### src/rtl/uart_pkg.sv
// Shared UART definitions: FSM state encoding, parity modes and the
// expected-parity helper used by the receiver (and by TX-side logic).
package uart_pkg;

    typedef enum logic [2:0] {
        IDLE   = 3'd0,
        START  = 3'd1,
        DATA   = 3'd2,
        PARITY = 3'd3,
        STOP   = 3'd4
    } state_t;

    localparam int PARITY_NONE = 0;
    localparam int PARITY_ODD  = 1;
    localparam int PARITY_EVEN = 2;

    // Parity bit a transmitter should send for this data word. Unused upper
    // bits must be zero so that narrow words can share the 9-bit argument.
    function automatic logic expected_parity(input logic [8:0] data, input int mode);
        if (mode == PARITY_ODD)
            return ~(^data);
        else
            return ^data;
    endfunction

endpackage

### src/rtl/uart_rx_sync.sv
// Two-flop synchroniser for an asynchronous, idle-high input line.
// Resets to 1 so a line in reset never looks like a start bit.
module uart_rx_sync (
    input  logic clk,
    input  logic reset,
    input  logic d,
    output logic q
);

    logic meta;

    // Two-stage capture of the asynchronous input.
    always_ff @(posedge clk) begin
        if (reset) begin
            meta <= 1'b1;
            q    <= 1'b1;
        end else begin
            meta <= d;
            q    <= meta;
        end
    end

endmodule

### src/rtl/uart_rx_param.sv
// Parametrised oversampling UART receiver. The FSM and counters step only on
// sample_tick; each received frame is reported with a one-clk rx_valid pulse
// together with its parity and framing error flags.
module uart_rx_param #(
    parameter int SAMPLE_RATE = 16,
    parameter int DATA_BITS   = 8,
    parameter int PARITY_MODE = 0,
    parameter int STOP_BITS   = 1
) (
    input  logic                 clk,
    input  logic                 reset,
    input  logic                 sample_tick,
    input  logic                 rx,
    output logic [DATA_BITS-1:0] rx_data,
    output logic                 rx_valid,
    output logic                 parity_err,
    output logic                 frame_err,
    output logic                 busy
);

    import uart_pkg::*;

    localparam int TW = $clog2(SAMPLE_RATE);
    localparam int BW = $clog2(DATA_BITS + 1);

    localparam logic [TW-1:0] TICK_HALF = TW'(SAMPLE_RATE / 2 - 1);
    localparam logic [TW-1:0] TICK_FULL = TW'(SAMPLE_RATE - 1);
    localparam logic [BW-1:0] LAST_DATA = BW'(DATA_BITS - 1);
    localparam logic [BW-1:0] LAST_STOP = BW'(STOP_BITS - 1);

    state_t               state, state_nxt;
    logic [TW-1:0]        tick_cnt;
    logic [BW-1:0]        bit_cnt;
    logic [DATA_BITS-1:0] shreg;
    logic                 par_err_q;
    logic                 frm_err_q;
    logic                 line_seen_high;
    logic                 rx_s;

    logic                 mid_start;
    logic                 mid_bit;
    logic                 last_data;
    logic                 last_stop;
    logic                 frm_err_now;
    logic [8:0]           par_data;

    uart_rx_sync u_sync (
        .clk   (clk),
        .reset (reset),
        .d     (rx),
        .q     (rx_s)
    );

    assign mid_start   = (tick_cnt == TICK_HALF);
    assign mid_bit     = (tick_cnt == TICK_FULL);
    assign last_data   = (bit_cnt == LAST_DATA);
    assign last_stop   = (bit_cnt == LAST_STOP);
    // Framing error including the stop bit being sampled right now.
    assign frm_err_now = frm_err_q | ~rx_s;
    assign par_data    = 9'(shreg);

    // State register, advanced only on sample ticks.
    always_ff @(posedge clk) begin
        if (reset)
            state <= IDLE;
        else if (sample_tick)
            state <= state_nxt;
    end

    // Next-state decode; a start is accepted only once the line has been
    // seen high, so a held-low break cannot retrigger reception.
    always_comb begin
        state_nxt = state;
        case (state)
            IDLE:    if (!rx_s && line_seen_high) state_nxt = START;
            START:   if (mid_start) state_nxt = rx_s ? IDLE : DATA;
            DATA:    if (mid_bit && last_data)
                         state_nxt = (PARITY_MODE != PARITY_NONE) ? PARITY : STOP;
            PARITY:  if (mid_bit) state_nxt = STOP;
            STOP:    if (mid_bit && last_stop) state_nxt = IDLE;
            default: state_nxt = IDLE;
        endcase
    end

    // FSM outputs.
    always_comb begin
        busy = (state != IDLE);
    end

    // Counters, shift register, error accumulation and the output registers.
    always_ff @(posedge clk) begin
        if (reset) begin
            tick_cnt       <= '0;
            bit_cnt        <= '0;
            shreg          <= '0;
            par_err_q      <= 1'b0;
            frm_err_q      <= 1'b0;
            line_seen_high <= 1'b0;
            rx_data        <= '0;
            rx_valid       <= 1'b0;
            parity_err     <= 1'b0;
            frame_err      <= 1'b0;
        end else begin
            rx_valid <= 1'b0;
            if (sample_tick) begin
                case (state)
                    IDLE: begin
                        tick_cnt <= '0;
                        if (rx_s) begin
                            line_seen_high <= 1'b1;
                        end else if (line_seen_high) begin
                            par_err_q <= 1'b0;
                            frm_err_q <= 1'b0;
                        end
                    end
                    START: begin
                        if (mid_start) begin
                            tick_cnt <= '0;
                            bit_cnt  <= '0;
                        end else begin
                            tick_cnt <= tick_cnt + 1'b1;
                        end
                    end
                    DATA: begin
                        if (mid_bit) begin
                            shreg    <= {rx_s, shreg[DATA_BITS-1:1]};
                            tick_cnt <= '0;
                            bit_cnt  <= last_data ? '0 : bit_cnt + 1'b1;
                        end else begin
                            tick_cnt <= tick_cnt + 1'b1;
                        end
                    end
                    PARITY: begin
                        if (mid_bit) begin
                            par_err_q <= (rx_s != expected_parity(par_data, PARITY_MODE));
                            tick_cnt  <= '0;
                            bit_cnt   <= '0;
                        end else begin
                            tick_cnt <= tick_cnt + 1'b1;
                        end
                    end
                    STOP: begin
                        if (mid_bit) begin
                            frm_err_q <= frm_err_now;
                            tick_cnt  <= '0;
                            bit_cnt   <= bit_cnt + 1'b1;
                            if (last_stop) begin
                                bit_cnt    <= '0;
                                rx_data    <= shreg;
                                parity_err <= par_err_q;
                                frame_err  <= frm_err_now;
                                rx_valid   <= 1'b1;
                                if (frm_err_now)
                                    line_seen_high <= 1'b0;
                            end
                        end else begin
                            tick_cnt <= tick_cnt + 1'b1;
                        end
                    end
                    default: ;
                endcase
            end
        end
    end

endmodule

### config.mk
export PLATFORM = sky130hd
export DESIGN_NAME = uart_rx_param
export DESIGN_NICKNAME = d
export VERILOG_FILES = /design/src/rtl/uart_pkg.sv /design/src/rtl/uart_rx_sync.sv /design/src/rtl/uart_rx_param.sv
export SDC_FILE = /design/constraint.sdc
export NUM_CORES = 1
export LEC_CHECK = 0
export BUFFER_PORTS_ARGS = -buffer_cell sky130_fd_sc_hd__buf_4
export CAP_MARGIN = 20
export CELL_PAD_IN_SITES_DETAIL_PLACEMENT = 1
export CELL_PAD_IN_SITES_GLOBAL_PLACEMENT = 1
export CORE_MARGIN = 5
export CORE_UTILIZATION = 40
export CTS_CLUSTER_DIAMETER = 30
export DETAILED_ROUTE_END_ITERATION = 16
export GPL_ROUTABILITY_DRIVEN = 0
export GPL_TIMING_DRIVEN = 0
export PLACE_DENSITY = 0.8
export SYNTH_ARGS = -nofsm -noshare
export SYNTH_HDL_FRONTEND = slang
export SYNTH_SLANG_ARGS = --single-unit
### constraint.sdc
create_clock -name clk -period 1.7 [get_ports clk]
set_input_delay 0.51 -clock clk [delete_from_list [all_inputs] [get_ports clk]]
set_output_delay 0.51 -clock clk [all_outputs]
set_load 0.005 [all_outputs]
==> reports/results.tsv, run 1 <==
metric	value	unit
post-route cell area	2252	µm²
Reg power frac	54.5	%
cts bufs inserted	5	
Fin. Hold Viols	0	
met3 GRT Util	5.277	%
met1 global-route usage	22.10	%
commonest non-fill, non-tap cell in the layout	nor2_1	
hpwl dp	2868	µm
maximum clock frequency	549.4	MHz
htree depth	2	
CTS tree	yes	
Final WS setup	-0.1202	ns
Slew HR	61.46	%
Worst Hold Launch	rx	
Sequential Area	720.7	µm²
setup slack, reg-to-reg	-0.12	ns
first-pass GRT wire length	7534	µm
pre-CTS setup slack	-0.2450	ns
ys flop type	dfxtp_1	
GR Overflow Total	0	
DR iter-0 viols	34	
Post-Synthesis Cells	188	
Mapped Area	1737	µm²
hold slack	0.3995	ns
max-slew violations	0	
clock root cell	clkbuf_8	
area of the multi-input gates	1069	µm²
share of post-route cells with drive strength above 1	34.98	%
cts hold-fix bufs	0	
grt met2 use	28.80	%
Reg-to-Reg Start	bit_cnt[0]	
DR WL/cell	16.88	µm
worst slew pin tran	0.5780	ns
Placement Cell Area	1931	µm²
P&R area growth vs syn	29.68	%
Die W	75.89	µm
Most Crowded Layer GR	met2	
number of setup violations in the final report	7	
Leakage	0.8432	nW
number of global-route vias before repair	1505	
antenna violations before repair	0	
Max Cap Violations	0	
Yosys Warn Count	0	
I/O pin cnt	16	
crit start category	flip-flop	
outcome	finished with violations	
most frequent cells in the layout	31 x nor2_1, 27 x dfxtp_1, 27 x buf_4, 23 x mux2i_1, 10 x nand2_1	
power per cell area	674.0	nW/µm²
DR vias	1465	
filler instances	490	
clock skew	0.01033	ns
die height	75.89	µm
Total GRT Usage	17.73	%
core area	4294	µm²
fin nets	229	
Critical Path Source	bit_cnt[0]	
CP endpoint kind	flip-flop	
Pint	1.137	mW
Tightest Hold Check Type	in2reg	
CP Max Fanout	5	
largest net degree at the start of global routing	13	
final WL	4641	µm
row cnt	24	
Async SR Flop Fraction	0	%
CP arrival	2.05	ns
syn_nets	195	
# DRC	0	
number of vias per cell	5.327	
initial core utilization	40.44	%
count of cell types in the netlist	48	
fin crit share	107.1	%
Die ar.	5759	µm²
clock-pin slew on the worst setup and hold paths	0.08	ns
ANT cells	0	
sw frac	25.10	%
post-route ant nets	0	
Tmin final	1.820	ns
CP Data Required Time	1.93	ns
Clock power frac	40.3	%
power share of the combinational group	5.2	%
P_sw	0.3810	mW
RSZ-0062 raised after global routing	yes	
worst skew pair latency	0.30	ns
Avg Inst Size Synth	9.238	µm²
failing checks	setup timing	
maximum vdd drop	0.0004264	V
register bit total from synthesis	35	
Port Buffers	13	
Seq/Total Area, Yosys	40.35	%
Clock Sinks	35	
DRT Pass-1 Iters	4	
clk buf depth	2	
number of synthesized flops with an enable pin	0	
Setup CP Type	reg2reg	
[what timing repair did]
action                                  4_1_cts  5_1_grt
pin swaps                                     7        7
buffers inserted                              7       10
endpoints found under the setup margin       28       28
resized for setup                            21       13
gates cloned                                  0        1
[synthesized netlist by cell type (3+ instances only)]
cell type / instances / area [µm²]
inv_1: 5 / 18.77
ha_1: 3 / 37.54
clkbuf_1: 5 / 18.77
nand2b_1: 5 / 31.28
a211oi_1: 4 / 30.03
dfxtp_1: 35 / 700.7
nand3_1: 6 / 30.03
xnor2_1: 5 / 43.79
mux2i_1: 23 / 230.2
a21oi_1: 8 / 40.04
nand2_1: 11 / 41.29
nor3_1: 3 / 15.01
nor2_1: 31 / 116.4
or2_2: 3 / 18.77
[routing by layer]
metal  up-vias  part of all wire [%]  wire [µm]
met4         0                   1.7         80
met2        22                    50       2325
met3         8                   3.1        145
li1        724                     -          -
met5         -                     0          0
met1       711                    45       2090
[worst max-delay path: stages (launching register included)]
cell     delay [ns]
dfxtp_4        0.37
ha_4           0.16
and3b_1        0.17
o32a_1         0.37
nor4b_4        0.14
buf_4          0.16
mux2_4         0.30
nor2_2         0.07
[cell type report]
class	instances	share of cell area, %
Buffer	8	2.111
Inverter	6	1.222
Clock inverter	3	0.8889
Timing Repair Buffer	29	10.39
Clock buffer	5	3.056
Sequential cell	35	32.00
Multi-Input combinational cell	137	47.44
Tap cell	52	2.889
[power by group through the flow]
stage	combinational, mW	sequential (mW)	clock, mW
floorplan	0.0495	0.847	0
global placement	0.0671	0.848	0
detailed placement	0.0682	0.848	0
CTS	0.0720	0.829	0.627
global route	0.0871	0.827	0.673
finish	0.0795	0.826	0.612
[flip-flops by register name, summed over array words and instances, names as in the netlist]
signal / flops
rx_data: 8
u_sync.q: 1
shreg: 8
frm_err_q: 1
state: 3
tick_cnt: 4
bit_cnt: 4
line_seen_high: 1
par_err_q: 1
rx_valid: 1
u_sync.meta: 1
frame_err: 1
parity_err: 1
[metrics by stage]
| stage | utilization, % | TNS (ns) | cells | total power [mW] |
|---|---|---|---|---|
| finish | 52.45 | -0.3650 | 275 | 1.518 |
| global route | 52.45 | -1.736 | 275 | 1.587 |
| CTS | 49.91 | -0.2644 | 266 | 1.529 |
| floorplan | - | 0 | 188 | 0.8970 |
| detailed placement | 44.96 | -3.772 | 253 | 0.9166 |
| global placement | 44.96 | -2.872 | 253 | 0.9156 |
[path summary, 6_finish.rpt]
path / end / cells after the start
min reg2reg: u_sync.q / 1
max: state[2] / 7
min: u_sync.meta / 2
max reg2reg: state[2] / 7
[cells by family after synthesis]
family | count (synthesis) | synth area share, %
adders and majority gates | 3 | 2.162
AOI/OAI and AO/OA | 24 | 9.727
buffers and inverters | 16 | 4.251
and+or+nand+nor | 77 | 23.92
muxes | 25 | 14.77
xor gates and xnor gates | 8 | 4.827
DFF | 35 | 40.35
(Power assumes the default switching activity.)
==> run 2, diff against run 1 <==
--- a/config.mk
+++ b/config.mk
@@ -9,13 +9,13 @@
 export CAP_MARGIN = 20
 export CELL_PAD_IN_SITES_DETAIL_PLACEMENT = 1
 export CELL_PAD_IN_SITES_GLOBAL_PLACEMENT = 1
-export CORE_MARGIN = 5
 export CORE_UTILIZATION = 40
 export CTS_CLUSTER_DIAMETER = 30
 export DETAILED_ROUTE_END_ITERATION = 16
 export GPL_ROUTABILITY_DRIVEN = 0
 export GPL_TIMING_DRIVEN = 0
-export PLACE_DENSITY = 0.8
+export PLACE_DENSITY = 0.76
+export SLEW_MARGIN = 5
 export SYNTH_ARGS = -nofsm -noshare
 export SYNTH_HDL_FRONTEND = slang
 export SYNTH_SLANG_ARGS = --single-unit
==> reports/results.tsv, run 2 (synthesis gave the netlist of run 1 again) <==
metric	value	unit	change
hold endpoint	u_sync.meta		
Clock Sinks	35		unchanged
post-route cell area	2306	µm²	+2.4%
outcome	finished with violations		
CTS tree	yes		
maximum vdd drop	0.0004135	V	-3.0%
CP Data Required Time	1.19	ns	-0.74 ns
# DRC	0		unchanged
Most Crowded Layer GR	met2		
CP Max Fanout	6		+1
initial core utilization	42.50	%	+2.1 points
DR vias	1496		+2.1%
Tmin final	1.766	ns	-0.05454 ns
Largest regs	rx_data (8), shreg (8)		
number of vias per cell	5.440		+2.1%
Pint	1.138	mW	about the same
final core utilization	56.43	%	+4.0 points
clock root cell	clkbuf_8		
pre-CTS setup slack	-0.2535	ns	-0.008460 ns
worst slew pin tran	0.6461	ns	+0.06807 ns
RSZ-0062 raised after global routing	yes		
max-slew violations	0		unchanged
maximum clock frequency	566.3	MHz	+3.1%
fin crit share	103.9	%	-3.2 points
worst skew pair latency	0.29	ns	about the same
RR Endpoint	state[2]		
hold slack	0.4077	ns	+0.008240 ns
Leakage	0.8577	nW	+1.7%
clk buf depth	2		unchanged
fin nets	231		+0.87%
CP endpoint kind	output port		
GR Overflow Total	0		unchanged
cts bufs inserted	5		unchanged
Reg-to-Reg Start	tick_cnt[0]		
Total GRT Usage	21.96	%	+4.2 points
first-pass GRT wire length	7217	µm	-4.2%
Placement Cell Area	1928	µm²	-0.13%
htree depth	2		unchanged
setup slack, reg-to-reg	-0.05	ns	+0.07 ns
die height	67.89	µm	-11%
power per cell area	652.3	nW/µm²	-3.2%
crit start category	flip-flop		
commonest non-fill, non-tap cell in the layout	nor2_1		
Reg power frac	54.8	%	+0.3 points
sw frac	24.35	%	-0.75 points
P&R area growth vs syn	32.78	%	
CP arrival	1.26	ns	-0.79 ns
DRT Pass-1 Iters	4		unchanged
Slew HR	56.93	%	-4.5 points
number of setup violations in the final report	5		-2
ANT cells	0		unchanged
Die ar.	4609	µm²	-20%
row cnt	23		-4.2%
met1 global-route usage	28.34	%	+6.2 points
P_sw	0.3663	mW	-3.9%
Setup CP Type	reg2out		
Die W	67.89	µm	-11%
Reg2Reg Depth	7		unchanged
I/O pin cnt	16		unchanged
Max Cap Violations	0		unchanged
Fin. Hold Viols	0		unchanged
DR WL/cell	17.38	µm	+3.0%
TNS Setup	-0.1868	ns	+0.1782 ns
hpwl dp	2961	µm	+3.2%
Final WS setup	-0.06570	ns	+0.05454 ns
Clock power frac	39.5	%	-0.8 points
antenna violations before repair	0		unchanged
clock-pin slew on the worst setup and hold paths	0.07	ns	about the same
met3 GRT Util	4.500	%	-0.78 points
clock skew	0.003467	ns	-0.006863 ns
final WL	4779	µm	+3.0%
post-route ant nets	0		unchanged
most frequent cells in the layout	31 x nor2_1, 27 x dfxtp_1, 23 x buf_4, 22 x mux2i_1, 10 x nand2_1		
Tightest Hold Check Type	in2reg		
Port Buffers	13		unchanged
share of post-route cells with drive strength above 1	37.33	%	+2.4 points
largest net degree at the start of global routing	12		-1
DR iter-0 viols	31		-8.8%
hold path depth	2		unchanged
core area	4086	µm²	-4.8%
failing checks	setup timing		
power share of the combinational group	5.8	%	+0.6 points
number of global-route vias before repair	1430		-5.0%
Worst Hold Launch	rx		
grt met2 use	35.77	%	+7.0 points
[run 2: metrics by stage]
step	std cells	power, mW
finish	275	1.504
global route	275	1.555
CTS	270	1.520
detailed placement	251	0.9177
global placement	251	0.9150
floorplan	188	0.8970
[run 2: cell type report]
class	count	area, µm²
fill	460	1780
multi-input combinational	137	1095
sequential	35	725.7
timing repair buffer	31	265.3
clock buffer	6	72.57
tap	50	62.56
buffer	8	47.55
inverter	6	25.02
clock inverter	2	12.51
[run 2: repair_timing]
action                                  4_1_cts  5_1_grt
pin swaps                                     8        9
buffers inserted                             11        6
endpoints found under the setup margin       28       30
resized for setup                            26       20
gates cloned                                  1        0
hold buffers                                  0        0
endpoints found under the hold margin         0        0
[run 2: worst max-delay path, cell delays in order, from the launching register on]
cell     delay, ns
dfxtp_4       0.37
or2_4         0.28
nor2_4        0.13
inv_2         0.07
buf_6         0.11
[run 2: worst max path at each step]
stage	from	endpoint	slack, ns	depth (start not counted)
4_1_cts	state[0]	busy	-0.07	5
6_report	state[1]	busy	-0.07	4
2_1_floorplan	bit_cnt[1]	state[2]	0.002	7
5_1_grt	bit_cnt[1]	state[2]	-0.17	8
3_5_place_dp	bit_cnt[1]	state[2]	-0.25	7
3_3_place_gp	bit_cnt[1]	state[2]	-0.19	7
[run 2: metal layers]
| layer | up-vias | wire length (µm) | part of all wire [%] |
|---|---|---|---|
| met2 | 18 | 2392 | 50 |
| met5 | - | 0 | 0 |
| met3 | 5 | 105 | 2.2 |
| met1 | 741 | 2233 | 47 |
| li1 | 732 | - | - |
| met4 | 0 | 46 | 0.96 |
[run 2: power groups by stage]
stage | Combinational, mW | Sequential, mW | Clock, mW
CTS | 0.0820 | 0.829 | 0.609
global placement | 0.0667 | 0.848 | 0
detailed placement | 0.0689 | 0.849 | 0
finish | 0.0869 | 0.824 | 0.594
floorplan | 0.0495 | 0.847 | 0
global route | 0.0926 | 0.824 | 0.638
